### src/rtl/vga_timing_gen.sv
// 640x480@60 VGA pixel-timing generator: clock divider, h/v counters, phase FSMs and registered sync/DE/coordinate outputs.
// Define VGA_SYNC_POS_EN for active-high hsync/vsync (default is active-low).
module vga_timing_gen #(
  parameter int CLK_DIV  = 4,
  parameter int H_ACTIVE = 640,
  parameter int H_FP     = 16,
  parameter int H_SYNC   = 96,
  parameter int H_BP     = 48,
  parameter int V_ACTIVE = 480,
  parameter int V_FP     = 10,
  parameter int V_SYNC   = 2,
  parameter int V_BP     = 33
) (
  input  logic       i_clk,
  input  logic       i_rst,
  output logic       o_pix_stb,
  output logic       o_hs,
  output logic       o_vs,
  output logic       o_de,
  output logic [9:0] o_x,
  output logic [8:0] o_y,
  output logic       o_line,
  output logic       o_frame
);

`ifdef VGA_SYNC_POS_EN
  localparam logic SYNC_ON = 1'b1;
`else
  localparam logic SYNC_ON = 1'b0;
`endif

  localparam int DW = $clog2(CLK_DIV);
  localparam logic [DW-1:0] DIV_LAST = DW'(CLK_DIV - 1);

  localparam logic [9:0] H_FRONT = 10'(H_ACTIVE);
  localparam logic [9:0] H_SYNCS = 10'(H_ACTIVE + H_FP);
  localparam logic [9:0] H_BACK  = 10'(H_ACTIVE + H_FP + H_SYNC);
  localparam logic [9:0] H_LAST  = 10'(H_ACTIVE + H_FP + H_SYNC + H_BP - 1);
  localparam logic [9:0] V_FRONT = 10'(V_ACTIVE);
  localparam logic [9:0] V_SYNCS = 10'(V_ACTIVE + V_FP);
  localparam logic [9:0] V_BACK  = 10'(V_ACTIVE + V_FP + V_SYNC);
  localparam logic [9:0] V_LAST  = 10'(V_ACTIVE + V_FP + V_SYNC + V_BP - 1);

  typedef enum logic [1:0] {PH_ACTIVE, PH_FRONT, PH_SYNC, PH_BACK} phase_t;

  logic [DW-1:0] div, div_n;
  logic [9:0]    h, h_n, v, v_n;
  logic          h_wrap;
  phase_t        h_ph, h_ph_n, v_ph, v_ph_n;
  logic          hs_d, vs_d, de_d;

  always_comb begin
    div_n  = (div == DIV_LAST) ? '0 : div + 1'b1;
    h_wrap = (h == H_LAST);
    h_n    = h_wrap ? '0 : h + 10'd1;
    v_n    = v;
    if (h_wrap) v_n = (v == V_LAST) ? '0 : v + 10'd1;
  end

  // Strobe is registered from the next divider value so it is high while div == CLK_DIV-1.
  always_ff @(posedge i_clk) begin
    if (i_rst) begin
      div       <= '0;
      o_pix_stb <= 1'b0;
    end else begin
      div       <= div_n;
      o_pix_stb <= (div_n == DIV_LAST);
    end
  end

  // Counters and phase state registers; reset parks at the last pixel so the first strobe lands on (0,0).
  always_ff @(posedge i_clk) begin
    if (i_rst) begin
      h    <= H_LAST;
      v    <= V_LAST;
      h_ph <= PH_BACK;
      v_ph <= PH_BACK;
    end else if (o_pix_stb) begin
      h    <= h_n;
      v    <= v_n;
      h_ph <= h_ph_n;
      v_ph <= v_ph_n;
    end
  end

  always_comb begin
    h_ph_n = h_ph;
    case (h_ph)
      PH_ACTIVE: if (h_n == H_FRONT) h_ph_n = PH_FRONT;
      PH_FRONT:  if (h_n == H_SYNCS) h_ph_n = PH_SYNC;
      PH_SYNC:   if (h_n == H_BACK)  h_ph_n = PH_BACK;
      PH_BACK:   if (h_n == '0)      h_ph_n = PH_ACTIVE;
      default:   h_ph_n = PH_BACK;
    endcase
    v_ph_n = v_ph;
    if (h_wrap) begin
      case (v_ph)
        PH_ACTIVE: if (v_n == V_FRONT) v_ph_n = PH_FRONT;
        PH_FRONT:  if (v_n == V_SYNCS) v_ph_n = PH_SYNC;
        PH_SYNC:   if (v_n == V_BACK)  v_ph_n = PH_BACK;
        PH_BACK:   if (v_n == '0)      v_ph_n = PH_ACTIVE;
        default:   v_ph_n = PH_BACK;
      endcase
    end
  end

  always_comb begin
    hs_d = (h_ph_n == PH_SYNC) ? SYNC_ON : ~SYNC_ON;
    vs_d = (v_ph_n == PH_SYNC) ? SYNC_ON : ~SYNC_ON;
    de_d = (h_ph_n == PH_ACTIVE) && (v_ph_n == PH_ACTIVE);
  end

  // Outputs move only on the strobe edge; line/frame pulses drop on the following edge.
  always_ff @(posedge i_clk) begin
    if (i_rst) begin
      o_hs    <= ~SYNC_ON;
      o_vs    <= ~SYNC_ON;
      o_de    <= 1'b0;
      o_x     <= '0;
      o_y     <= '0;
      o_line  <= 1'b0;
      o_frame <= 1'b0;
    end else if (o_pix_stb) begin
      o_hs    <= hs_d;
      o_vs    <= vs_d;
      o_de    <= de_d;
      o_x     <= de_d ? h_n : '0;
      o_y     <= de_d ? v_n[8:0] : '0;
      o_line  <= h_wrap;
      o_frame <= h_wrap && (v == V_LAST);
    end else begin
      o_line  <= 1'b0;
      o_frame <= 1'b0;
    end
  end

endmodule
### config.mk
export PLATFORM = sky130hd
export DESIGN_NAME = vga_timing_gen
export DESIGN_NICKNAME = d
export VERILOG_FILES = /design/src/rtl/vga_timing_gen.sv
export SDC_FILE = /design/constraint.sdc
export NUM_CORES = 1
export LEC_CHECK = 0
export ABC_AREA = 1
export BUFFER_PORTS_ARGS = -buffer_cell sky130_fd_sc_hd__buf_2
export CAP_MARGIN = 40
export CORE_MARGIN = 3
export CORE_UTILIZATION = 55
export DETAILED_ROUTE_END_ITERATION = 10
export GPL_ROUTABILITY_DRIVEN = 0
export PLACE_DENSITY = 0.79
export SETUP_SLACK_MARGIN = 0.15
export SYNTH_ARGS = -nofsm -noshare
export SYNTH_HDL_FRONTEND = slang
export SYNTH_SLANG_ARGS = --single-unit
### constraint.sdc
create_clock -name i_clk -period 3 [get_ports i_clk]
set_clock_uncertainty 0.15 [all_clocks]
set_input_delay 0.3 -clock i_clk [delete_from_list [all_inputs] [get_ports i_clk]]
set_output_delay 0.3 -clock i_clk [all_outputs]
set_load 0.02 [all_outputs]
# Word-level counts from Yosys, hierarchy flattened
# Index checks and enable logic that the tools add are counted.
[word_totals]
register_bits = 51
output_inout_bits = 25
word_cells = 63
in_bits = 2
[op_classes]
n_mux = 19
eq_ne = 18
n_reduce_logical = 9
bitwise = 1
n_addsub = 3
[op_table]
columns = ["op", "count"]
rows = [
  ["10-bit == test, second input constant", 5],
  ["10-bit two-way mux", 4],
  ["10-bit by 9-bit == test with 1-bit output, second input constant", 3],
  ["10-bit by 1-bit adder with 10-bit output, second input constant", 2],
  ["10-bit logical NOT", 2],
  ["2-bit two-way mux", 10],
  ["2-bit == test, second input constant", 8],
  ["2-bit one-hot mux with 4 select lines", 2],
  ["9-bit two-way mux", 1],
  ["2-bit logical NOT", 4],
  ["2-bit by 1-bit == test with 1-bit output, second input constant", 2],
  ["2-bit by 1-bit adder with 2-bit output, second input constant", 1],
  ["1-bit logical AND", 2],
  ["1-bit two-way mux", 2],
  ["2-bit OR reduction", 1],
  ["1-bit NOT", 1],
]

# Logic depth before layout (Yosys ltp)
[depth]
ltp_word = 10
depth_mapped = 18

# Worst setup path before layout
# OpenSTA, ideal clock, no wires.
[synth_timing]
path_type = "register to register"
startpoint = "register h[0]"
endpoint = "register o_x[0]"
path_stages_with_launch = 17
arrival_time_ns = 2.101
required_ns = 2.780
path_buffers = 1
path_slack_ns = 0.680
path_cell_list = "dfxtp_1 -> ha_1 -> nand2_2 -> nor2_8 -> nand3_4 -> nand2_2 -> nand2_2 -> nor2_2 -> nand2_1 -> nor2_1 -> nor2_1 -> nand2_1 -> nand3_2 -> nor2_4 -> buf_8 -> nand3_2 -> a21oi_2"
[synth_between]
elab_chain_len = 9
elab_cells_between_ends = 27
[synth_rtl]
columns = ["item", "line_no", "source"]
rows = [
  ["start, declared", "47", "logic [9:0] h, h_n, v, v_n;"],
  ["start signal, assigned", "79", "h <= h_n;"],
  ["branches (longest 8 deep; another with 10-bit by 1-bit adder with 10-bit output)", "-", ""],
  ["10-bit two-way mux (*)", "127", "o_x <= de_d ? h_n : '0;"],
  ["end signal, assigned", "127", ""],
  ["end, declared", "20", "output logic [9:0] o_x,"],
]
# Every way passes the cells marked *.
# A chain may end at the register's enable or synchronous reset.

# Final worst setup path
[layout_timing]
startpoint = "register h[0]"
endpoint = "register o_y[2]"
[layout_between]
elab_chain_len = 9
elab_cells_between_ends = 27
[layout_rtl]
columns = ["item", "line_no", "source"]
rows = [
  ["branches (longest 8 deep; another with 10-bit by 1-bit adder with 10-bit output)", "-", ""],
  ["9-bit two-way mux (*)", "128", "o_y <= de_d ? v_n[8:0] : '0;"],
  ["end signal, assigned", "128", ""],
  ["end, declared", "21", "output logic [8:0] o_y,"],
]
# Marks and branches as above.

==> impl_metrics.json <==
{
  "grt_max_degree": 36,
  "core_mm2": 0.00520,
  "grt_pass1_wl_um": 12200,
  "clock_path_buffers": 2,
  "globalRouteMet1Util_pct": 32.9,
  "r2r_start": "h[0]$_SDFFE_PP1P_",
  "cts-root-buf": "clkbuf_8",
  "cp.buffers_inverters": 2,
  "hpwl_um": 5230,
  "synthCells": 447,
  "start_util_pct": 57.7,
  "final_max_slew_viol_count": 0,
  "cap_violations": 0,
  "drive_above_1_share_pct": 19.7,
  "min_path_type": "flop to flop",
  "crit_type": "flop to flop",
  "syn_avg_cell_area_um2": 6.72,
  "use_met2_pct": 37.9,
  "ant_nets": 0,
  "fin_crit_sh_pct": 91.4,
  "yosysWarnings": 0,
  "regArea_mm2": 0.00102,
  "worstMarginPinSlew_ns": 0.610,
  "crit_start": "h[0]$_SDFFE_PP1P_",
  "h-tree-depth": 2,
  "yosysUniqueCellTypes": 37,
  "area_delta_synth_final_pct": 11.7,
  "avgRoutedWirePerCell_um": 13.5,
  "critical_path.max_fanout": 8,
  "reg2reg_to": "o_y[2]$_SDFFE_PP0P_",
  "r2r_cells": 15,
  "die-area_mm2": 0.00639,
  "p_leak_nw": 1.57,
  "syn_area_mm2": 0.00301,
  "ff2ff_setup_slack_ns": 0.26,
  "setup_violations": 0,
  "nNetsFinal": 482,
  "cts.sinks": 51,
  "dr.pass1.iters": 6,
  "required_ns": 3.09,
  "vias_per_cell": 5.46,
  "max_stage_delay_ns": 0.37,
  "n_fill_cell": 464,
  "overflow": 0,
  "rows": 26,
  "grt_pass1_vias": 2674,
  "startpoint_type": "flop",
  "critical_path.endpoint": "o_y[2]$_SDFFE_PP0P_",
  "status": "finished clean",
  "holdBufCountCts": 0,
  "die_x_um": 79.9,
  "route.detailed.drc": 0,
  "grt_use_met3_pct": 3.61,
  "final_common_cell": "nand2_1",
  "grt_antenna_before_repair": 0,
  "initialDrtViolationCount": 332,
  "mostFrequentLayoutCells": "nand2_1 (136), nor2_1 (49), dfxtp_1 (49)",
  "vias": 2983,
  "tns_ns": 0,
  "clk_pin_slew_ns": 0.10,
  "hold_slack_ns": 0.315,
  "io_pins": 27,
  "ys_ff_latch": 51,
  "cp_data_arrival_time_ns": 2.84,
  "ys_seq_area_share_pct": 34.0,
  "critPathTopFamily": "simple AND/OR/NAND/NOR gates",
  "min_period_ns": 2.74,
  "globalRouteTotalUtil_pct": 23.9,
  "fmax_mhz": 365,
  "die_y_um": 79.9,
  "io_buffers": 26,
  "power.density_mw_per_mm2": 508,
  "path_cells": "ha_1, nand2_4, nor2_8, nand3_4, buf_4, o21ai_0, nand2_1, nand3_1, nor2_2, nand4_1, nand3_2, nor2_4, buf_12, nand3_2, a21oi_2",
  "clk_latency_ns": 0.31,
  "irDropWorstVdd_v": 0.000325,
  "syn-num-nets": 454,
  "cts_tree": "yes",
  "end_kind": "flop",
  "cp_num_cells": 15,
  "slew_headroom_pct": 59.1,
  "cts_buffers": 5,
  "crit_path_frequent_cell": "nand3_2",
  "diodes": 0,
  "grt.busiest_layer": "met2",
  "critPathSlowestCell": "dfxtp_2",
  "routed_wl_um": 7360,
  "multi_input_area_mm2": 0.00175,
  "rsz0062_at_grt": "no",
  "hold_violations": 0
}
-- routing by layer --
metal / vias to the layer above / routed length, um
met4: 0 / 211
met1: 1319 / 3350
met5: - / 0
met2: 136 / 3260
met3: 35 / 532
li1: 1493 / -
-- flip-flops by register name (all words and copies together), names as in the netlist --
| name | cells |
|---|---|
| o_vs | 1 |
| o_de | 1 |
| h | 10 |
| o_y | 9 |
| v_ph | 2 |
| v | 10 |
| o_hs | 1 |
| o_line | 1 |
| o_pix_stb | 1 |
| h_ph | 2 |
| div | 2 |
| o_x | 10 |
| o_frame | 1 |
-- cells in the mapped netlist --
cell type | n | area, um^2
nor3_2 | 1 | 10.0
nor2_1 | 49 | 184
nand4_4 | 1 | 21.3
o21a_1 | 2 | 15.0
clkbuf_1 | 12 | 45.0
o21ai_1 | 2 | 10.0
nor2_4 | 2 | 22.5
o21ai_0 | 13 | 65.1
or2_1 | 1 | 6.26
clkinv_1 | 2 | 7.51
buf_1 | 1 | 3.75
o21bai_1 | 2 | 15.0
clkinv_2 | 1 | 5.00
nand4_1 | 8 | 50.1
or2_2 | 1 | 6.26
a21oi_2 | 9 | 78.8
dfxtp_1 | 51 | 1020
nand3_1 | 35 | 175
o21bai_4 | 1 | 18.8
buf_2 | 1 | 5.00
nor2_8 | 2 | 40.0
nand3_2 | 13 | 130
o211ai_1 | 4 | 30.0
nor3_1 | 5 | 25.0
inv_4 | 1 | 6.26
nand3b_1 | 1 | 7.51
nand2_2 | 7 | 43.8
nand3_4 | 1 | 17.5
buf_4 | 1 | 7.51
nor2_2 | 6 | 37.5
inv_1 | 39 | 146
xor2_1 | 1 | 8.76
buf_6 | 1 | 11.3
ha_1 | 5 | 62.6
nand2_1 | 136 | 510
a21oi_1 | 28 | 140
buf_8 | 1 | 15.0
-- cell families after synthesis --
logic type | Yosys count | share of synthesized area (%)
buffers and inverters | 60 | 8.41
AO/OA/AOI/OAI | 61 | 12.4
flip-flops | 51 | 34.0
AND/OR/NAND/NOR | 269 | 42.8
XOR/XNOR | 1 | 0.291
adder cells (fa/ha/maj) | 5 | 2.08
-- worst min path at each step --
stage,to,startpoint,slack (ns),cells after the start
finish,o_y[0]$_SDFFE_PP0P_,o_y[0]$_SDFFE_PP0P_,0.31,2
global route,o_y[5]$_SDFFE_PP0P_,o_y[5]$_SDFFE_PP0P_,0.35,2
CTS,o_y[0]$_SDFFE_PP0P_,o_y[0]$_SDFFE_PP0P_,0.32,2
detailed placement,o_y[0]$_SDFFE_PP0P_,o_y[0]$_SDFFE_PP0P_,0.30,2
global placement,div[0]$_SDFF_PP0_,div[0]$_SDFF_PP0_,0.29,1
floorplan,div[0]$_SDFF_PP0_,div[0]$_SDFF_PP0_,0.28,1
-- per-stage QoR --
stage	cells	worst slack, ns	total power, mW	utilization (%)	area, um^2
5_1_grt	546	0.150	1.79	64.5	3360
6_report	546	0.257	1.70	64.5	3360
3_3_place_gp	531	0.266	1.25	61.2	3190
2_1_floorplan	447	0.680	1.15	-	3010
3_5_place_dp	531	0.177	1.26	61.2	3190
4_1_cts	539	0.151	1.66	62.9	3270
-- repair_timing --
action | in CTS | in global routing
gates resized for setup | 0 | 5
setup endpoints to repair | 0 | 22
buffers inserted | 0 | 7
-- where the power goes --
group / internal [mW] / total [mW] / switching (mW)
Combinational: 0.195 / 0.572 / 0.377
Clock: 0.168 / 0.407 / 0.239
Sequential: 0.702 / 0.725 / 0.0230
-- area by class of cell --
class	count	area share, %
multi-input combinational	336	52.0
sequential	51	30.5
timing repair buffer	38	7.31
inverter	43	4.92
tap	70	2.61
clock buffer	6	2.16
clock inverter	2	0.485
-- worst reg2reg max path: stages, from the launching register on --
cell and delay, ns:
dfxtp_2 0.37, ha_1 0.21, nand2_4 0.10, nor2_8 0.15, nand3_4 0.16, buf_4 0.19, o21ai_0 0.21, nand2_1 0.14
nand3_1 0.12, nor2_2 0.05, nand4_1 0.12, nand3_2 0.11, nor2_4 0.24, buf_12 0.16, nand3_2 0.06, a21oi_2 0.14
(Power assumes the default switching activity.)
